## config.mk

```make
export PLATFORM = sky130hd
export DESIGN_NAME = fifo_rd_axis_stage
export DESIGN_NICKNAME = d
export VERILOG_FILES = /design/src/rtl/fifo_rd_axis_stage.sv
export SDC_FILE = /design/constraint.sdc
export NUM_CORES = 1
export LEC_CHECK = 0
export ABC_AREA = 0
export CAP_MARGIN = 25
export CORE_MARGIN = 8
export CORE_UTILIZATION = 41
export DETAILED_ROUTE_END_ITERATION = 7
export GPL_TIMING_DRIVEN = 0
export SLEW_MARGIN = 20
export SYNTH_ARGS = -nofsm -noshare
export SYNTH_HDL_FRONTEND = slang
export SYNTH_SLANG_ARGS = --single-unit
```

## constraint.sdc

```tcl
create_clock -name clk -period 4.75 [get_ports clk]
set_input_delay 0.95 -clock clk [delete_from_list [all_inputs] [get_ports clk]]
set_output_delay 0.95 -clock clk [all_outputs]
set_load 0.005 [all_outputs]
```

## src/rtl/fifo_rd_axis_stage.sv

```systemverilog
// rtl/fifo_rd_axis_stage.sv - read-side AXI-Stream output stage of the Ethernet async FIFO
//
// Pops the FIFO through `read` and absorbs the one-cycle synchronous RAM read
// latency. Words are presented on an AXI-Stream master port at one word per
// cycle. A 3-entry circular buffer gives credit for in-flight RAM reads, so
// `read` depends only on registered state and never on m_axis_tready.
//
// Optional feature macro: FIFO_RD_PKT_CNT_EN adds a saturating 16-bit frame
// counter on the pkt_count port.
//
// Ports:
//   clk            read-domain clock
//   reset_n        asynchronous active-low reset
//   empty          registered FIFO-empty flag from the read-pointer block
//   read           pop request; the word at the current rd_addr is consumed
//   ram_rd_data    synchronous RAM output, bit DATA_WIDTH is the tlast flag
//   m_axis_tdata   stream payload
//   m_axis_tlast   end of frame
//   m_axis_tvalid  stream valid
//   m_axis_tready  stream ready
//   pkt_count      frames emitted, saturating (FIFO_RD_PKT_CNT_EN only)

module fifo_rd_axis_stage #(
  parameter int DATA_WIDTH = 8
) (
  input  logic                  clk,
  input  logic                  reset_n,
  input  logic                  empty,
  output logic                  read,
  input  logic [DATA_WIDTH:0]   ram_rd_data,
  output logic [DATA_WIDTH-1:0] m_axis_tdata,
  output logic                  m_axis_tlast,
  output logic                  m_axis_tvalid,
  input  logic                  m_axis_tready
`ifdef FIFO_RD_PKT_CNT_EN
  ,
  output logic [15:0]           pkt_count
`endif
);

  logic [DATA_WIDTH:0] slot [3];
  logic [1:0]          widx;
  logic [1:0]          ridx;
  logic [1:0]          occ;
  logic                inflight;
  logic                handshake;
  logic [2:0]          credit;

  // Advance a circular index over the three slots (2 wraps to 0).
  function automatic logic [1:0] next_idx(input logic [1:0] idx);
    return (idx == 2'd2) ? 2'd0 : idx + 2'd1;
  endfunction

  // Words already buffered plus the one the RAM is returning this cycle.
  assign credit = {1'b0, occ} + {2'b00, inflight};

  // Only registered state feeds the pop decision; reset_n gates it so read
  // drops immediately on reset assertion, without waiting for a clock edge.
  assign read = !empty && (credit < 3'd3) && reset_n;

  assign m_axis_tvalid = (occ != 2'd0);
  assign handshake     = m_axis_tvalid && m_axis_tready;

  // Output comes straight from slot storage, so it stays stable until the
  // read index moves on a handshake.
  assign {m_axis_tlast, m_axis_tdata} = slot[ridx];

  always_ff @(posedge clk or negedge reset_n) begin
    if (!reset_n) begin
      for (int i = 0; i < 3; i++) begin
        slot[i] <= '0;
      end
      widx     <= 2'd0;
      ridx     <= 2'd0;
      occ      <= 2'd0;
      inflight <= 1'b0;
    end else begin
      inflight <= read;
      if (inflight) begin
        slot[widx] <= ram_rd_data;
        widx       <= next_idx(widx);
      end
      if (handshake) begin
        ridx <= next_idx(ridx);
      end
      occ <= occ + {1'b0, inflight} - {1'b0, handshake};
    end
  end

`ifdef FIFO_RD_PKT_CNT_EN
  always_ff @(posedge clk or negedge reset_n) begin
    if (!reset_n) begin
      pkt_count <= 16'h0000;
    end else if (handshake && m_axis_tlast && (pkt_count != 16'hFFFF)) begin
      pkt_count <= pkt_count + 16'h0001;
    end
  end
`endif

  // The credit rule must never let a RAM word land in a full buffer.
  a_no_overflow : assert property (@(posedge clk) disable iff (!reset_n)
                                   !(inflight && (occ == 2'd3)));

endmodule

```

Word-level counts from Yosys, hierarchy flattened

Cells that the tools add are included.

Bitwise gates (word level): 2
Equality and inequality tests: 2
Muxes and demuxes: 8
Order comparisons: 4
Add/sub/neg operators: 5
Reduce and logical (&&, ||, !) cells: 6

Operators by type and width:

| operator                                                              | count |
|---|---|
| 27-bit bitwise mux                                                    | 1 |
| 9-bit 2-to-1 mux                                                      | 3 |
| 9-bit binary-select mux with 2-bit select                             | 1 |
| 9-bit demux with 2-bit select                                         | 1 |
| 3-bit greater-or-equal comparator (second input constant)             | 2 |
| 2-bit inverter with 3-bit output                                      | 2 |
| 2-bit by 1-bit adder with 2-bit output (second input constant)        | 2 |
| 2-bit equality test (second input constant)                           | 2 |
| 1-bit logical AND                                                     | 4 |
| 2-bit 2-to-1 mux                                                      | 2 |
| 2-bit by 1-bit adder with 3-bit output                                | 1 |
| 3-bit by 1-bit < comparator with 1-bit output (second input constant) | 1 |
| 3-bit by 2-bit < comparator with 1-bit output (second input constant) | 1 |
| 2-bit by 1-bit adder with 2-bit output                                | 1 |
| 2-bit nonzero test                                                    | 1 |
| 2-bit by 1-bit subtractor with 2-bit output                           | 1 |
| 1-bit zero test                                                       | 1 |

Register bits after elaboration: 34
Bits of input ports: 13
Logic and storage cells: 34

Depth between registers and ports, before layout

Depth after elaboration: 6
Gate-level depth with buffers: 7

Worst setup path before layout

OpenSTA, ideal clock, no wires.

Path type: input -> output
From: input port empty
To: output port read
Data arrival time: 1.466 ns
Cell stages on the path: 1
Buffers on the path: 0
Slack: 2.334 ns
Cell sequence: a2111oi_0

Word-level cells in the longest chain between the ends: 3

Ends and longest elaborated chain:

| element                         | RTL line | RTL |
|---|---|---|
| from (decl)                     | 28       | `input logic empty,` |
| 1-bit zero test                 | 59       | `assign read = !empty && (credit < 3'd3) && reset_n;` |
| 1-bit logical AND (2 in series) | 59       |  |
| to (decl)                       | 29       | `output logic read,` |

No other way between the ends.

Worst setup path after layout

From: input port reset_n
To: output port read

Word-level cells in the longest chain between the ends: 1

Ends and longest elaborated chain:

| element           | RTL line | RTL |
|---|---|---|
| from (decl)       | 27       | `input logic reset_n,` |
| 1-bit logical AND | 59       |  |

No other way between the ends.

==> summary.json <==
{
  "reg2reg_setup_slack": {"value": 2960, "unit": "ps"},
  "critPathSlowestCell": {"value": "sky130_fd_sc_hd__clkdlybuf4s50_1"},
  "clk_latency": {"value": 280, "unit": "ps"},
  "coreArea": {"value": 3661, "unit": "um2"},
  "cts_hold_buffers": {"value": 0},
  "synth_area_per_cell": {"value": 14.38, "unit": "um2"},
  "grt_setup_unrepaired": {"value": "false"},
  "hp-class": {"value": "reg2reg"},
  "final_hold_viol_count": {"value": 0},
  "fin_skew": {"value": 6.383, "unit": "ps"},
  "top_metal_used": {"value": "met4"},
  "fin_crit": {"value": 3436, "unit": "ps"},
  "critical_path_arrival": {"value": 2490, "unit": "ps"},
  "count_of_placed_standard_cells_in_the_final_layout_fillers_left_out": {"value": 188},
  "ys_warn_count": {"value": 0},
  "total_met2_wirelength_after_detailed_routing": {"value": 1.567, "unit": "mm"},
  "routed-via-count": {"value": 945},
  "commonest_non_fill_non_tap_cell_in_the_layout": {"value": "sky130_fd_sc_hd__dfrtp_1"},
  "yosysSeqAreaShare": {"value": 54.79, "unit": "%"},
  "floorplan.initialDensity": {"value": 42.41, "unit": "%"},
  "whs_path_depth": {"value": 1},
  "flow.area_growth_from_synthesis": {"value": 26.99, "unit": "%"},
  "grt_first_pass_wirelength": {"value": 5.106, "unit": "mm"},
  "post_route_cells_drive_above_1_share": {"value": 32.14, "unit": "%"},
  "post-place-ws": {"value": 1252, "unit": "ps"},
  "setup_ws": {"value": 1314, "unit": "ps"},
  "crit_type": {"value": "in2out"},
  "design.final.nets": {"value": 156},
  "post_cts_buffers": {"value": 0},
  "max_clock_freq": {"value": 291.0, "unit": "MHz"},
  "multi_input_area": {"value": 644.4, "unit": "um2"},
  "drt_iter0_drc": {"value": 26},
  "grt_pass1_vias": {"value": 1043},
  "fin_tns_setup": {"value": 0, "unit": "ps"},
  "antenna_violations_before_repair": {"value": 0},
  "route.antenna.remaining_nets": {"value": 0},
  "post_cts_resize_count": {"value": 0},
  "startpoint_type": {"value": "input pin"},
  "timing.critical_path.cells": {"value": "buf_2 > buf_16 > inv_1 > a2111oi_0 > clkdlybuf4s50_1"},
  "dieWidth": {"value": 77.54, "unit": "um"},
  "drv_slew": {"value": 0},
  "critical_path.endpoint_type": {"value": "output pin"},
  "synth_net_count": {"value": 125},
  "layout.filler_cells": {"value": 309},
  "max_cap_violations": {"value": 0},
  "pwr_density": {"value": 679.0, "unit": "nW/um2"},
  "met1_length": {"value": 1.361, "unit": "mm"},
  "tritoncts.num_buffers": {"value": 5},
  "grt.overflow.total": {"value": 0},
  "tritoncts_clock_tree": {"value": "done"},
  "synthCells": {"value": 108},
  "antenna_diode_count": {"value": 0},
  "clock_sink_count": {"value": 34},
  "gp_congestion": {"value": 0.6424},
  "place_inst": {"value": 180},
  "pin_count_of_the_biggest_net_entering_global_routing": {"value": 25},
  "vdd_drop_max": {"value": 0.2969, "unit": "mV"},
  "die_height": {"value": 77.54, "unit": "um"},
  "report.final.setup_viol": {"value": 0},
  "total_leakage_power": {"value": 0.8501, "unit": "nW"},
  "placement_rows": {"value": 22},
  "clk_pin_slew_worst_paths": {"value": 70, "unit": "ps"},
  "drt-vias-per-instance": {"value": 5.027},
  "max_slew_margin": {"value": 62.04, "unit": "%"},
  "dr_wl_met3": {"value": 112, "unit": "um"},
  "final_min_period_over_clock_period": {"value": 72.34, "unit": "%"},
  "worstMarginPinSlew": {"value": 569.4, "unit": "ps"},
  "critical_path_required": {"value": 3800, "unit": "ps"},
  "ioPinCount": {"value": 24},
  "synth-seq-cells": {"value": 34},
  "dp_hpwl": {"value": 2.111, "unit": "mm"},
  "top_library_cells_by_usage_in_the_layout_fill_and_taps_aside": {"value": "sky130_fd_sc_hd__dfrtp_1, sky130_fd_sc_hd__mux2_2, sky130_fd_sc_hd__clkdlybuf4s50_1"},
  "totalWireLength": {"value": 3.071, "unit": "mm"},
  "critical-path-max-stage-delay": {"value": 600, "unit": "ps"},
  "seqCellArea": {"value": 850.8, "unit": "um2"},
  "crit_path_max_fanout": {"value": 24},
  "drcViolationCount": {"value": 0},
  "status": {"value": "completed"},
  "detailedRoute.firstPassIterationCount": {"value": 4},
  "clockRootBuffer": {"value": "sky130_fd_sc_hd__clkbuf_8"},
  "netlist_area": {"value": 1553, "unit": "um2"},
  "routedWlPerCell": {"value": 16.34, "unit": "um"},
  "port_buffers": {"value": 23},
  "cts-root-to-sink-buffers": {"value": 2},
  "track_usage": {"value": 10.99, "unit": "%"},
  "synth.lib_cells_used.distinct": {"value": 20},
  "cts_max_level": {"value": 2},
  "timing.reg2reg.worst_path_depth": {"value": 7},
  "floorplan_die_area": {"value": 6012, "unit": "um2"}
}
-- sequential cells by signal (all words and copies together) (netlist names) --
name and cells:
ridx 2, inflight 1, slot 27, widx 2
occ 2
-- Yosys cell counts (all sizes together) --
cell / number / share of area [%]
nor2: 1 / 0.24
a2111oi: 1 / 0.56
ha: 4 / 3.2
mux2i: 9 / 5.8
a21o: 1 / 0.56
nand3b: 2 / 1.2
o21ai: 2 / 0.64
buf: 4 / 2.3
clkbuf: 1 / 0.24
nor3b: 1 / 0.81
xnor2: 2 / 1.1
o2bb2ai: 9 / 5.1
mux2: 29 / 21
dfrtp: 34 / 55
or2: 1 / 0.40
inv: 5 / 1.2
nor2b: 2 / 0.81
-- layout make-up --
cell class,instances,area share [%]
Sequential cell,34,43.15
Clock buffer,7,3.871
Tap cell,48,3.046
Buffer,5,1.967
Clock inverter,1,1.523
Timing Repair Buffer,24,12.82
Multi-Input combinational cell,64,32.68
Inverter,5,0.9518
-- worst paths after layout --
kind                           from  endpoint
setup / recovery            reset_n      read
hold / removal             slot[13]  slot[13]
setup reg to reg             occ[0]    occ[1]
hold reg to reg            slot[13]  slot[13]
max in group asynchronous   reset_n  inflight
min in group asynchronous   reset_n   slot[9]
-- cell families (layout without fill, tap and decap cells) --
logic type / after synthesis / in the layout / synth area share [%]
AOI/OAI and AO/OA: 13 / 13 / 6.850
adders and majority gates: 4 / 4 / 3.223
xor gates and xnor gates: 2 / 2 / 1.128
muxes: 38 / 38 / 26.83
and+or+nand+nor: 7 / 7 / 3.465
DFF: 34 / 34 / 54.79
buffers and inverters: 10 / 42 / 3.706
-- stage by stage --
| stage | cell area (um2) | util [%] | power, mW | hold WS [ps] |
|---|---|---|---|---|
| floorplan | 1553 | - | 0.8521 | 479.1 |
| global placement | 1843 | 50.34 | 1.074 | 487.3 |
| detailed placement | 1866 | 50.96 | 1.100 | 494.5 |
| CTS | 1972 | 53.86 | 1.362 | 510.4 |
| global route | 1972 | 53.86 | 1.430 | 515.0 |
| finish | 1972 | 53.86 | 1.339 | 505.7 |
-- report_power, final --
part,internal (mW),switching (mW),total [mW]
clock network,0.157,0.0977,0.255
logic,0.354,0.209,0.563
registers,0.437,0.0849,0.522
total,0.947,0.392,1.34
-- critical path, delay by kind of cell --
kind	cells	cell delay, ps
buf+inv	4	1150
compound gates	1	380
-- per-layer routing --
layer / up-vias / GRT usage, %
met1: 474 / 11.49
met5: - / 0
met3: 4 / 4.032
met4: 0 / 4.528
met2: 16 / 19.46
li1: 451 / -
Note: power is estimated with default switching activity, not from simulation.
